--- src/rtl/seq_detect_pkg.sv ---
// seq_detect_pkg: shared widths and FSM state encodings for the sequence detector.
package seq_detect_pkg;
  localparam int PAT_W = 8;
  localparam int CNT_W = 4;
  localparam int LEN_W = 3;
  typedef enum logic [1:0] {IDLE = 2'b00, LOAD = 2'b01, RUN = 2'b10, DONE = 2'b11} state_t;
endpackage

--- src/rtl/seq_matcher.sv ---
// seq_matcher: history shift register, fill count and masked pattern compare.
module seq_matcher #(
  parameter int PAT_W = 8,
  parameter int LEN_W = 3
) (
  input  logic             clock,
  input  logic             rst,
  input  logic             clear,
  input  logic             shift,
  input  logic             bit_in,
  input  logic [PAT_W-1:0] pattern,
  input  logic [LEN_W-1:0] len,
  input  logic             overlap,
  output logic             hit
);
  localparam int FW = $clog2(PAT_W + 1);
  logic [PAT_W-1:0] history, next_hist, mask;
  logic [FW-1:0] fill, next_fill;
  // hit looks at the post-shift history so the bit being accepted counts
  always_comb begin
    next_hist = {history[PAT_W-2:0], bit_in};
    next_fill = (fill == FW'(PAT_W)) ? fill : fill + 1'b1;
    for (int i = 0; i < PAT_W; i++) mask[i] = (i <= int'(len));
    hit = shift && (((next_hist ^ pattern) & mask) == '0) && (int'(next_fill) > int'(len));
  end
  always_ff @(posedge clock or negedge rst) begin
    if (!rst) begin
      history <= '0;
      fill    <= '0;
    end else if (clear) begin
      history <= '0;
      fill    <= '0;
    end else if (shift) begin
      history <= next_hist;
      fill    <= (hit && !overlap) ? '0 : next_fill;
    end
  end
endmodule

--- src/rtl/seq_detect_ctrl.sv ---
// seq_detect_ctrl: configurable serial pattern detector with run/abort control FSM.
module seq_detect_ctrl #(
  parameter int PAT_W = seq_detect_pkg::PAT_W,
  parameter int CNT_W = seq_detect_pkg::CNT_W
) (
  input  logic                           clock,
  input  logic                           rst,
  input  logic                           cfg_valid,
  output logic                           cfg_ready,
  input  logic [PAT_W-1:0]               cfg_pattern,
  input  logic [seq_detect_pkg::LEN_W-1:0] cfg_len,
  input  logic                           cfg_overlap,
  input  logic [7:0]                     cfg_nbits,
  input  logic                           data_valid,
  input  logic                           data_input,
  output logic                           data_ready,
  input  logic                           abort,
  output logic                           data_output,
  output logic [CNT_W-1:0]               det_count,
  output logic                           busy,
  output logic                           done,
  output logic [1:0]                     state
);
  import seq_detect_pkg::*;
  state_t st;
  logic [PAT_W-1:0] pattern;
  logic [LEN_W-1:0] len;
  logic overlap, shift, hit;
  logic [7:0] nbits, bcnt;
  assign state      = st;
  assign cfg_ready  = (st == IDLE);
  assign data_ready = (st == RUN);
  assign busy       = (st != IDLE);
  assign shift      = (st == RUN) && data_valid && !abort;
  seq_matcher #(.PAT_W(PAT_W), .LEN_W(LEN_W)) u_matcher (
    .clock(clock), .rst(rst), .clear(st == LOAD), .shift(shift), .bit_in(data_input),
    .pattern(pattern), .len(len), .overlap(overlap), .hit(hit)
  );
  always_ff @(posedge clock or negedge rst) begin
    if (!rst) begin
      st          <= IDLE;
      pattern     <= '0;
      len         <= '0;
      overlap     <= 1'b0;
      nbits       <= '0;
      bcnt        <= '0;
      det_count   <= '0;
      data_output <= 1'b0;
      done        <= 1'b0;
    end else begin
      data_output <= 1'b0;
      done        <= 1'b0;
      case (st)
        IDLE: if (cfg_valid) begin
          pattern <= cfg_pattern;
          len     <= cfg_len;
          overlap <= cfg_overlap;
          nbits   <= cfg_nbits;
          st      <= LOAD;
        end
        LOAD: begin
          bcnt      <= '0;
          det_count <= '0;
          st        <= (nbits == '0) ? DONE : RUN;
          done      <= (nbits == '0);
        end
        RUN: if (abort) st <= IDLE;
        else if (data_valid) begin
          bcnt        <= bcnt + 8'd1;
          data_output <= hit;
          if (hit) det_count <= (det_count == '1) ? det_count : det_count + 1'b1;
          if (bcnt + 8'd1 == nbits) begin
            st   <= DONE;
            done <= 1'b1;
          end
        end
        DONE: st <= IDLE;
        default: st <= IDLE;
      endcase
    end
  end
endmodule
--- config.mk ---
export PLATFORM = sky130hd
export DESIGN_NAME = seq_detect_ctrl
export DESIGN_NICKNAME = d
export VERILOG_FILES = /design/src/rtl/seq_detect_pkg.sv /design/src/rtl/seq_matcher.sv /design/src/rtl/seq_detect_ctrl.sv
export SDC_FILE = /design/constraint.sdc
export NUM_CORES = 1
export LEC_CHECK = 0
export BUFFER_PORTS_ARGS = -buffer_cell sky130_fd_sc_hd__buf_2
export CAP_MARGIN = 20
export CELL_PAD_IN_SITES_DETAIL_PLACEMENT = 0
export CELL_PAD_IN_SITES_GLOBAL_PLACEMENT = 1
export CORE_ASPECT_RATIO = 1.1
export CORE_UTILIZATION = 44
export DETAILED_ROUTE_END_ITERATION = 8
export PLACE_DENSITY_LB_ADDON = 0.25
export SYNTH_ARGS = -nofsm -noshare
export SYNTH_HDL_FRONTEND = slang
export SYNTH_SLANG_ARGS = --single-unit
--- constraint.sdc ---
create_clock -name clock -period 2.8 [get_ports clock]
set_input_delay 0.42 -clock clock [delete_from_list [all_inputs] [get_ports clock]]
set_output_delay 0.42 -clock clock [all_outputs]
set_load 0.02 [all_outputs]
==> results_dict.tcl, run 1 <==
set metrics [dict create \
    h-tree-depth 2 \
    ioPinCount 37 \
    antenna_cells 0 \
    hold_buffers 0 \
    powerDensity_mw_per_mm2 907.8 \
    synth_edf_count 0 \
    fin_crit_sh_pct 94.67 \
    grt_max_degree 32 \
    hold_viol_final 0 \
    pwr-share-seq_pct 40.9 \
    dpl-instance-area_sq_mm 0.002830 \
    place_congestion 0.7526 \
    criticalPathCategory "reg -> reg" \
    wl_per_cell_microns 14.39 \
    p_sw_share_pct 38.37 \
    clk_pin_slew_worst_paths_ns 0.09 \
    syn_inst 245 \
    synth_area_sq_mm 0.002541 \
    cp-end-kind "flip-flop" \
    drtAntennaViolNets 0 \
    drt-pass1-iter-count 5 \
    worstSkewPairLatency_ns 0.30 \
    cp_slowest_stage_delay_ns 0.40 \
    crit_path_start_kind "flip-flop" \
    ys_warn_count 0 \
    cts_tree "yes" \
    placed_cells 354 \
    mostFrequentLayoutCell "dfrtp_1" \
    hold_ws_ns 0.04467 \
    fin_cells 364 \
    multi_input_area_sq_mm 0.001296 \
    yosysUniqueCellTypes 44 \
    grtUsageTotal_pct 19.54 \
    crit_chain "inv_1, ha_1, nand2_1, nand2_1, mux2i_2, ha_1, nand3_1, o21ai_0, o211a_1, a2111oi_4, nor2_2, a311o_1" \
    final_cell_mix "dfrtp_1 (47), buf_2 (36), nand2_1 (31)" \
    num_vias 1940 \
    pwr-share-clk_pct 18.7 \
    p_total_mw 2.691 \
    mappedNetlistNets 281 \
    yosys_most_used_dff "dfrtp_1" \
    drive_gt1_share_pct 29.07 \
    finalMaxSlewViolations 0 \
    die_h_microns 81.71 \
    place_hpwl_microns 3770 \
    core_area_sq_mm 0.005465 \
    row_count 28 \
    design_area_sq_mm 0.002964 \
    cts_num_sinks 47 \
    worst_path_dominant_cell_family "compound AO/OA/AOI/OAI gates" \
    antenna_found_initial 0 \
    setup_viol 0 \
    fin_tns_setup_ns 0 \
    cellLeakagePower_nw 1.382 \
    drt_iter0_drc 79 \
    fin_skew_ns 0.009952 \
    outcome "complete, no violations" \
    n_fill_cell 528 \
    die_area_sq_mm 0.006084 \
    numCtsBuffers 5 \
    avgSynthCellArea_sq_um 10.37 \
    initial_core_util_pct 46.50 \
    switchingPower_mw 1.032 \
    slowest_stage "dfrtp_1" \
    ys_ff_latch 47 \
    cp.arrival_ns 2.84 \
    overflow 0 \
    vias_per_cell 5.330 \
    maxCapViolations 0 \
    fin_nets 324 \
    synthArstFlopShare_pct 100.0 \
    worstPathRequired_ns 2.99 \
    die_w_microns 74.46 \
    io_buffers 36 \
    drt-total-wl_microns 5239 \
    irDropWorstVdd_uv 417.1 \
    max_slew_margin_pct 66.47 \
    period_minus_slack_ns 2.651 \
    clockBufferDepth 2 \
    seq_area_frac_synth_pct 46.28 \
    synthToLayoutAreaGrowth_pct 16.64 \
    crit_buf_inv 1 \
    worstMarginPinSlew_ns 0.4983 \
    pwr-share-comb_pct 40.4 \
    fmax_ghz 0.3773 \
    grt_pass1_wl_microns 8942 \
    regArea_sq_mm 0.001176 \
    grt_pass1_vias 1845 \
    hp-class "in -> async" \
    cts_root_buffer "clkbuf_8" \
    drc 0 \
    path_max_fanout 4 \
    p_int_mw 1.658 \
]
[worst reg2reg max path, delay by kind of cell, from the launching register on]
| kind | cells | cell delay [ns] |
|---|---|---|
| compound gates | 4 | 1.04 |
| mux | 1 | 0.18 |
| flops | 1 | 0.40 |
| fa+ha+maj | 2 | 0.48 |
| buf+inv | 1 | 0.10 |
| simple gates | 4 | 0.34 |
[metrics by stage]
stage / setup slack [ns] / util [%]
2_1_floorplan: 0.3205 / -
3_3_place_gp: 0.1656 / 51.79
3_5_place_dp: 0.1024 / 51.79
4_1_cts: 0.08800 / 53.85
5_1_grt: -0.01988 / 54.24
6_report: 0.1493 / 54.24
[metal layers]
| metal | up-vias | GRT usage (%) | routed length [microns] | share of wire, % |
|---|---|---|---|---|
| met1 | 947 | 27.06 | 2546 | 49 |
| met2 | 39 | 31.53 | 2497 | 48 |
| met4 | 0 | 5.094 | 31 | 0.59 |
| met3 | 2 | 3.436 | 164 | 3.1 |
| met5 | - | 0 | 0 | 0 |
| li1 | 952 | - | - | - |
[logic make-up after synthesis]
family	synth area share [%]
DFF	46.28
and+or+nand+nor	14.77
muxes	9.651
buffers and inverters	2.954
xor gates and xnor gates	7.583
adders and majority gates	4.924
AOI/OAI and AO/OA	13.84
[final timing paths]
check                      depth (start not counted)           endpoint  slack, ns              start
hold / removal                                     1             len[1]       0.04                rst
max in group asynchronous                          2            bcnt[3]       2.00                rst
hold reg to reg                                    1            bcnt[7]       0.52            bcnt[7]
min in group clock                                 2         pattern[5]       0.34     cfg_pattern[5]
setup / recovery                                  12  u_matcher.fill[0]       0.15  u_matcher.fill[0]
setup reg to reg                                  12  u_matcher.fill[0]       0.15  u_matcher.fill[0]
[synthesized netlist by cell type (2+ instances only)]
library cell  count  area, sq um
mux2_2           20        225.2
and2_1            2        12.51
a21oi_1          12        60.06
clkbuf_1          8        30.03
ha_1             10        125.1
a31o_2            3        26.28
nor2_1            5        18.77
nor4_1            5        31.28
dfrtp_1          47         1176
nand2_1          31        116.4
nor3_1            6        30.03
a31oi_1           2        12.51
o211ai_1          2        15.01
o21ai_0          12        60.06
nor3b_1           2        15.01
and3_1            3        18.77
xor2_1           13        113.9
o31a_1            2        17.52
nand3b_1          2        15.01
mux2i_1           2        20.02
xnor2_1           9        78.83
a211oi_2          2        25.02
nand2b_1          3        18.77
nand3_1          11        55.05
inv_1            12        45.04
[cell type report]
| type | instances | area share, % |
|---|---|---|
| Tap cell | 75 | 3.166 |
| Inverter | 12 | 1.520 |
| Clock inverter | 3 | 1.477 |
| Sequential cell | 47 | 39.68 |
| Timing Repair Buffer | 44 | 8.105 |
| Clock buffer | 5 | 2.322 |
| Multi-Input combinational cell | 178 | 43.73 |
[power by group through the flow]
stage	clock, mW	sequential, mW	combinational, mW
after floorplan	0	1.08	0.827
after global placement	0	1.11	1.06
after detailed placement	0	1.12	1.08
after CTS	0.518	1.11	1.08
after global routing	0.553	1.14	1.22
final	0.503	1.10	1.09
[registers in the layout, indices dropped and copies added (netlist names)]
register and flops:
len 3, done 1, pattern 8, det_count 4, data_output 1, state 2, u_matcher.history 7, bcnt 8
overlap 1, nbits 8, u_matcher.fill 4
[what timing repair did]
item	4_1_cts	5_1_grt
setup endpoints to repair	0	4
setup buffers	0	2
gates resized for setup	0	2
No activity file was read; power rests on OpenSTA's default activity.
==> inputs of run 2 (changes only) <==
ABC_AREA = 1   (was default)
CORE_UTILIZATION = 43   (was 44)
==> results_dict.tcl, run 2 <==
set metrics [dict create \
    outcome "complete, no violations" \
    row_count 29 \
    ys_ff_latch 47 \
    cts_num_sinks 47 \
    die_area_sq_mm 0.006279 \
    yosys-top-cells-count "nand2_1 (62), dfrtp_1 (47), inv_1 (38)" \
    avgSynthCellArea_sq_um 8.754 \
    reg_top3 "bcnt: 8 flops, nbits: 8 flops, pattern: 8 flops" \
    initial_core_util_pct 44.46 \
    multi_input_area_sq_mm 0.001225 \
    n_fill_cell 556 \
    cp.arrival_ns 2.42 \
    finalMaxSlewViolations 0 \
    drt-pass1-iter-count 4 \
    fin_crit_sh_pct 79.35 \
    cellLeakagePower_nw 1.520 \
    switchingPower_uw 976.7 \
    drc 0 \
    worstSkewPairLatency_ns 0.30 \
    crit_path_start_kind "flip-flop" \
    postCtsSetupBuffers 0 \
    grt_pass1_vias 2046 \
    clk_pin_slew_worst_paths_ns 0.09 \
    powerDensity_mw_per_mm2 843.1 \
    core_area_sq_mm 0.005769 \
    synthToLayoutAreaGrowth_pct 16.29 \
    io_buffers 36 \
    r2r_setup_slack_ns 0.58 \
    grt_pass1_wl_microns 8983 \
    p_sw_share_pct 38.84 \
    pwr-share-comb_pct 41.5 \
    pwr-share-seq_pct 40.7 \
    vias_per_cell 4.804 \
    period_minus_slack_ns 2.222 \
    drt_iter0_drc 84 \
    yosysUniqueCellTypes 31 \
    fin_nets 376 \
    mostFrequentLayoutCell "nand2_1" \
    cts_root_buffer "clkbuf_8" \
    fin_skew_ns 0.007845 \
    synthTopCellsByArea "dfrtp_1 (46%), nand2_1 (9.1%), mux2_2 (6.1%)" \
    hold_buffers 1 \
    regArea_sq_mm 0.001176 \
    path_max_fanout 5 \
    criticalPathCategory "reg -> reg" \
    drive_gt1_share_pct 24.05 \
    grtUsageTotal_pct 18.96 \
    cp-end-kind "flip-flop" \
    fin_cells 418 \
    place_congestion 0.7518 \
    drtAntennaViolNets 0 \
    antenna_found_initial 0 \
    numCtsBuffers 5 \
    seq_area_frac_synth_pct 45.85 \
    synth.most_common_cell "nand2_1" \
    synth_area_sq_mm 0.002565 \
    setup_viol 0 \
    synth_top_area_share_pct 45.85 \
    synth_edf_count 0 \
    rsz0062_at_grt "false" \
    cts_resized 0 \
    ioPinCount 37 \
    ys_warn_count 0 \
    syn_inst 293 \
    hp-class "in -> reg" \
    grt_max_degree 36 \
    worstMarginPinSlew_ns 0.6380 \
    clockBufferDepth 2 \
    final_cell_mix "nand2_1 (62), dfrtp_1 (47), inv_1 (38)" \
    placed_cells 409 \
    max_slew_margin_pct 57.02 \
    cts_tree "yes" \
    synthArstFlopShare_pct 100.0 \
    fin_tns_setup_ns 0 \
    h-tree-depth 2 \
    worstPathRequired_ns 2.99 \
    fmax_ghz 0.4501 \
    pwr-share-clk_pct 17.8 \
    wl_per_cell_microns 12.50 \
    p_int_mw 1.538 \
    yosys.area.top_type "dfrtp_1" \
    mappedNetlistNets 329 \
    hold_viol_final 0 \
    irDropWorstVdd_uv 500.8 \
    overflow 0 \
    place_hpwl_microns 4098 \
    drt-total-wl_microns 5224 \
    num_vias 2008 \
    maxCapViolations 0 \
    antenna_cells 0 \
    die_w_microns 75.64 \
    yosys_most_used_dff "dfrtp_1" \
    die_h_microns 83.01 \
]
==> run 2: cell types whose count changed after synthesis, sizes merged, moves of 4 or more <==
cell / change
nand3: +11
xnor2: -5
nor4: -4
a21oi: -4
nand4: +5
o22ai: +9
clkbuf: -7
inv: +28
nor2: +22
mux2: -6
nand2: +38
==> run 2: cells by family (layout without fill, tap and decap cells) <==
kind of cell / after synthesis / in the layout / share of synthesized area [%]
DFF: 47 / 47 / 45.85
AOI/OAI and AO/OA: 31 / 31 / 6.927
adders and majority gates: 10 / 10 / 4.878
xor gates and xnor gates: 15 / 15 / 5.658
muxes: 14 / 14 / 6.146
and+or+nand+nor: 133 / 133 / 24.15
buffers and inverters: 43 / 91 / 6.390
==> run 2: layer usage <==
metal  global-route usage [%]  up-vias  share of wire, %
met2                    31.66       26                49
li1                         -     1047                 -
met4                    6.061        0               1.7
met1                    24.01      928                47
met5                        0        -                 0
met3                    4.005        7               2.0
==> run 2: cell type report <==
type                    instances  area share [%]
clock buffers                   8           3.356
inverters                      40           5.034
multi-input cells             203           41.07
flip-flops and latches         47           39.43
well taps                      77           3.230
repair buffers                 43           7.886
==> run 2: through the flow <==
step                      worst slack, ns  hold WS [ns]  cell area (sq um)  util, %  power, mW
after floorplan                    0.8124        0.1244               2565        -      1.782
after global placement             0.7005        0.3222               2873    49.79      2.076
after detailed placement           0.5851        0.3268               2873    49.79      2.101
after CTS                          0.5717        0.3399               2983    51.70      2.553
after global routing               0.2537        0.3380               2983    51.70      2.727
final                              0.5783        0.3436               2983    51.70      2.515
==> run 2: path summary, 6_finish.rpt <==
path                                            from              endpoint  depth (start not counted)
worst min register to register  u_matcher.history[6]  u_matcher.history[6]                          2
worst min-delay path                  cfg_pattern[3]            pattern[3]                          2
worst max-delay path               u_matcher.fill[0]          det_count[0]                         17
max in group asynchronous                        rst              state[1]                          3
min in group asynchronous                        rst            pattern[7]                          2
worst max register to register     u_matcher.fill[0]          det_count[0]                         17
==> run 2: worst max-delay path: stages (launching register included) <==
cell and delay (ns):
dfrtp_1 0.41, inv_1 0.10, ha_1 0.14, nand2_1 0.05, nor2_1 0.15, xor2_1 0.20
inv_1 0.06, ha_1 0.17, inv_1 0.05, a21oi_1 0.05, o21bai_1 0.13, nand2_1 0.06
nand2_1 0.07, nand4_1 0.12, nand2_2 0.13, nand2_2 0.09, nand2_1 0.09, nand2_1 0.04
==> run 2: power by group through the flow <==
stage	combinational (mW)	sequential, mW	clock (mW)
floorplan	0.757	1.03	0
global placement	1.04	1.04	0
detailed placement	1.06	1.04	0
CTS	1.06	1.03	0.461
global route	1.19	1.05	0.486
finish	1.04	1.02	0.447
